[src/rtl/arith_pkg.sv]
// Definitions shared by the sequential arithmetic units (divider and Booth multiplier).
package arith_pkg;

  typedef enum logic [1:0] {
    StIdle  = 2'd0,
    StCalc  = 2'd1,
    StFixup = 2'd2,
    StDone  = 2'd3
  } arith_state_e;

  // Bit positions within sign_mode: [1] operand A (dividend) signed, [0] operand B signed.
  localparam int unsigned SIGN_A_BIT = 1;
  localparam int unsigned SIGN_B_BIT = 0;

endpackage

[src/rtl/abs_cond_neg.sv]
// Conditional two's-complement negation, used for operand magnitudes and result sign fix-up.
module abs_cond_neg #(
  parameter int unsigned Width = 17
) (
  input  logic [Width-1:0] value,
  input  logic             negate,
  output logic [Width-1:0] result
);

  assign result = negate ? ((~value) + Width'(1)) : value;

endmodule

[src/rtl/seq_divider_su.sv]
// Iterative radix-2 non-restoring divider with per-operand signedness and C-style truncation.
module seq_divider_su
  import arith_pkg::*;
#(
  parameter int unsigned WIDTH = 16
) (
  input  logic             clk,
  input  logic             rst_n,
  input  logic             start,
  input  logic [WIDTH-1:0] dividend,
  input  logic [WIDTH-1:0] divisor,
  input  logic [1:0]       sign_mode,
  output logic [WIDTH-1:0] quotient,
  output logic [WIDTH-1:0] remainder,
  output logic             done,
  output logic             busy,
  output logic             div_by_zero
);

  localparam int unsigned CntW = $clog2(WIDTH);

  arith_state_e state_q, state_d;

  logic [CntW-1:0]  cnt_q, cnt_d;
  logic [WIDTH+1:0] pr_q, pr_d;
  logic [WIDTH-1:0] acc_q, acc_d;
  logic [WIDTH:0]   dmag_q, dmag_d;
  logic             q_neg_q, q_neg_d;
  logic             r_neg_q, r_neg_d;
  logic [WIDTH-1:0] quotient_q, quotient_d;
  logic [WIDTH-1:0] remainder_q, remainder_d;
  logic             dbz_q, dbz_d;

  logic             accept;
  logic             div_zero;
  logic             sign_a, sign_b;
  logic [WIDTH:0]   mag_a, mag_b;
  logic [WIDTH+1:0] pr_shift, pr_step, pr_fix;
  logic             q_bit;
  logic [WIDTH:0]   q_fix, r_fix;
  logic             unused_bits;

  // DONE counts as idle for the handshake, so a start in the done cycle is taken.
  assign accept   = start && ((state_q == StIdle) || (state_q == StDone));
  assign div_zero = (divisor == '0);

  assign sign_a = sign_mode[SIGN_A_BIT] & dividend[WIDTH-1];
  assign sign_b = sign_mode[SIGN_B_BIT] & divisor[WIDTH-1];

  abs_cond_neg #(.Width(WIDTH + 1)) u_abs_a (
    .value  ({sign_a, dividend}),
    .negate (sign_a),
    .result (mag_a)
  );

  abs_cond_neg #(.Width(WIDTH + 1)) u_abs_b (
    .value  ({sign_b, divisor}),
    .negate (sign_b),
    .result (mag_b)
  );

  // Shift next dividend bit into the partial remainder, then add or subtract by its sign.
  assign pr_shift = {pr_q[WIDTH:0], acc_q[WIDTH-1]};
  assign pr_step  = pr_q[WIDTH+1] ? (pr_shift + {1'b0, dmag_q}) : (pr_shift - {1'b0, dmag_q});
  assign q_bit    = ~pr_step[WIDTH+1];
  assign pr_fix   = pr_q[WIDTH+1] ? (pr_q + {1'b0, dmag_q}) : pr_q;

  abs_cond_neg #(.Width(WIDTH + 1)) u_fix_q (
    .value  ({1'b0, acc_q}),
    .negate (q_neg_q),
    .result (q_fix)
  );

  abs_cond_neg #(.Width(WIDTH + 1)) u_fix_r (
    .value  (pr_fix[WIDTH:0]),
    .negate (r_neg_q),
    .result (r_fix)
  );

  // Magnitudes and the corrected remainder always fit in WIDTH bits.
  assign unused_bits = ^{mag_a[WIDTH], pr_fix[WIDTH+1], q_fix[WIDTH], r_fix[WIDTH]};

  // State register.
  always_ff @(posedge clk or negedge rst_n) begin
    if (!rst_n) begin
      state_q <= StIdle;
    end else begin
      state_q <= state_d;
    end
  end

  // Next-state logic.
  always_comb begin
    state_d = state_q;
    case (state_q)
      StIdle, StDone: begin
        if (accept) begin
          state_d = div_zero ? StDone : StCalc;
        end else begin
          state_d = StIdle;
        end
      end
      StCalc: begin
        if (cnt_q == '0) begin
          state_d = StFixup;
        end
      end
      StFixup: state_d = StDone;
      default: state_d = StIdle;
    endcase
  end

  // Output logic.
  always_comb begin
    busy = 1'b0;
    done = 1'b0;
    case (state_q)
      StCalc, StFixup: busy = 1'b1;
      StDone:          done = 1'b1;
      default: begin
        busy = 1'b0;
        done = 1'b0;
      end
    endcase
  end

  // Datapath next-state.
  always_comb begin
    cnt_d       = cnt_q;
    pr_d        = pr_q;
    acc_d       = acc_q;
    dmag_d      = dmag_q;
    q_neg_d     = q_neg_q;
    r_neg_d     = r_neg_q;
    quotient_d  = quotient_q;
    remainder_d = remainder_q;
    dbz_d       = dbz_q;
    case (state_q)
      StIdle, StDone: begin
        if (accept) begin
          dmag_d  = mag_b;
          acc_d   = mag_a[WIDTH-1:0];
          pr_d    = '0;
          cnt_d   = CntW'(WIDTH - 1);
          q_neg_d = sign_a ^ sign_b;
          r_neg_d = sign_a;
          if (div_zero) begin
            quotient_d  = '1;
            remainder_d = dividend;
            dbz_d       = 1'b1;
          end
        end
      end
      StCalc: begin
        pr_d  = pr_step;
        acc_d = {acc_q[WIDTH-2:0], q_bit};
        cnt_d = cnt_q - CntW'(1);
      end
      StFixup: begin
        quotient_d  = q_fix[WIDTH-1:0];
        remainder_d = r_fix[WIDTH-1:0];
        dbz_d       = 1'b0;
      end
      default: begin
        cnt_d = cnt_q;
      end
    endcase
  end

  always_ff @(posedge clk or negedge rst_n) begin
    if (!rst_n) begin
      cnt_q       <= '0;
      pr_q        <= '0;
      acc_q       <= '0;
      dmag_q      <= '0;
      q_neg_q     <= 1'b0;
      r_neg_q     <= 1'b0;
      quotient_q  <= '0;
      remainder_q <= '0;
      dbz_q       <= 1'b0;
    end else begin
      cnt_q       <= cnt_d;
      pr_q        <= pr_d;
      acc_q       <= acc_d;
      dmag_q      <= dmag_d;
      q_neg_q     <= q_neg_d;
      r_neg_q     <= r_neg_d;
      quotient_q  <= quotient_d;
      remainder_q <= remainder_d;
      dbz_q       <= dbz_d;
    end
  end

  assign quotient    = quotient_q;
  assign remainder   = remainder_q;
  assign div_by_zero = dbz_q;

endmodule

[config.mk]
export PLATFORM = sky130hd
export DESIGN_NAME = seq_divider_su
export DESIGN_NICKNAME = d
export VERILOG_FILES = /design/src/rtl/arith_pkg.sv /design/src/rtl/abs_cond_neg.sv /design/src/rtl/seq_divider_su.sv
export SDC_FILE = /design/constraint.sdc
export NUM_CORES = 1
export LEC_CHECK = 0
export ABC_AREA = 0
export BUFFER_PORTS_ARGS = -buffer_cell sky130_fd_sc_hd__buf_2
export CAP_MARGIN = 0
export CORE_MARGIN = 10
export CORE_UTILIZATION = 54
export DETAILED_ROUTE_END_ITERATION = 16
export GPL_ROUTABILITY_DRIVEN = 1
export PLACE_DENSITY = 0.86
export SLEW_MARGIN = 30
export SYNTH_ARGS = -nofsm -noshare
export SYNTH_HDL_FRONTEND = slang
export SYNTH_HIERARCHICAL = 1
export SYNTH_SLANG_ARGS = --single-unit
[constraint.sdc]
create_clock -name clk -period 10.74 [get_ports clk]
set_clock_uncertainty 0.15 [all_clocks]
set_input_delay 1.074 -clock clk [delete_from_list [all_inputs] [get_ports clk]]
set_output_delay 1.074 -clock clk [all_outputs]
set_load 0.01 [all_outputs]
==> run metrics <==
Critical Path Fanout Max 6; Routed WL 17,400 um; fillers between 1,000 and 1,500; Post-CTS Hold Buffers 0; Post-DRT Antenna Nets 0; CTS tree done; Die Y approximately 140 um; VDD IR max 151 uV; CTS sink count 92; Post-Synthesis Cells 822; commonest cells after routing, fill and taps aside dfrtp_1, nand2_1, xnor2_1; ANT cells 0; Pre-Repair DR Iteration Count 8; Final period util 0.354; drt via density around 5.8; worst-margin pin slew 770 ps; die width ~140 um; Port Buffer Count 71; Worst Hold Slack roughly 370 ps; Initial Util 0.550; multi-input logic area around 4600 um^2; first-pass GRT wire length 28,500 um; H-tree depth 3; design area 8070 um^2; Core Area approximately 13,000 um^2; HPWL Detailed about 13,000 um; yosys warns 6; Min-Delay Path Class flop to flop; Lkg Pwr ~3.5 nW; setup bufs post-CTS 0; Net Count, Synth 903; total chip power a little under 3 mW; crit path launch type flop; Reg area about 2300 um^2; Finish-stage setup viols 0; Starting DRT DRC Count ~480; row count 42; final core occ 0.611; vias in the first global route 5,812; Top Ports 72; synthesis-to-layout area growth 11.1%; syn_area_per_cell a little under 9 um^2; commonest non-fill, non-tap cell in the layout dfrtp_1; Via Count 6,074; cts repair resizes 0; final setup TNS 0 ps; number of max-cap violations 0; relative slew slack 0.486; CTS clock-pin slew for the worst setup and hold paths about 60 ps; Final Hold Fails 0; final period demand of the worst path ~3800 ps; Final GP Congestion between 0.9 and 1; Total GRT Usage 0.189; initial antenna violation count 0; # placed instances ~1,000; Final WS setup 6940 ps; DP Area about 7700 um^2; drc violations 0; RSZ-0062 raised after global routing no; Setup Crit Path Kind flop to flop; largest net degree at the start of global routing 65; CTS Buf Count 9; cell chosen for the clock root clkbuf_16; Cell Pwr Density ~370 nW/um^2; worst path arrival time 3920 ps; fin nets ~960; share of cells above drive strength 1 0.166; Syn Std Cell Area slightly above 7000 um^2; gr ovfl total 0; DP Worst Slack 6960 ps; wire per inst around 16 um; outcome finished clean; die area 18,500 um^2; Critical Path RT around 11,000 ps; Slew Limit Fails 0; CP endpoint kind flop; Max Fclk 263 MHz; CTS Buffer Depth 2; non-filler cells, final 1,055; worst skew pair latency 360 ps
area by class of cell:
type / instances / share of cell area
inverters: 47 / 0.0219
well taps: 176 / 0.0273
clock buffers: 10 / 0.0284
repair buffers: 76 / 0.0490
multi-input cells: 650 / 0.576
clock inverters: 4 / 0.0123
flip-flops and latches: 92 / 0.285
routing by layer:
layer	track usage	routed length (um)
met1	0.233	7590
met2	0.326	8460
met3	0.0399	1050
met4	0.0538	252
met5	0	0
flip-flops by register name (all words and copies together) (netlist names):
| register | cells |
|---|---|
| remainder | 16 |
| acc_q | 16 |
| div_by_zero | 1 |
| q_neg_q | 1 |
| state_q | 2 |
| quotient | 16 |
| dmag_q | 17 |
| cnt_q | 4 |
| pr_q | 18 |
| r_neg_q | 1 |
report_power, final:
group          internal, mW  switching (mW)  total [mW]
Sequential            0.500           0.196       0.696
Combinational         0.828            1.07        1.90
Clock                 0.226           0.133       0.358
Total                  1.55            1.40        2.95
worst max-delay path, cell delays in order, from the launching register on:
cell,delay [ps]
dfrtp_1,460
ha_1,210
inv_1,50
fa_1,390
nor2b_1,160
o31a_1,190
a21boi_0,150
xnor2_1,150
mux2_2,330
nor4_2,480
nand3_1,270
o31ai_1,300
xnor2_1,160
mux2i_1,90
a21oi_1,180
final timing paths:
| check | cells after the start | startpoint | endpoint | slack [ps] |
|---|---|---|---|---|
| worst max-delay path | 14 | dmag_q[0] | remainder[11] | 6940 |
| worst min-delay path | 2 | remainder[6] | remainder[6] | 370 |
| worst max register to register | 14 | dmag_q[0] | remainder[11] | 6940 |
| worst min register to register | 2 | remainder[6] | remainder[6] | 370 |
| max in group asynchronous | 2 | rst_n | dmag_q[14] | 8830 |
| min in group asynchronous | 1 | rst_n | quotient[9] | 530 |
Power figures use the tool's default switching activity.
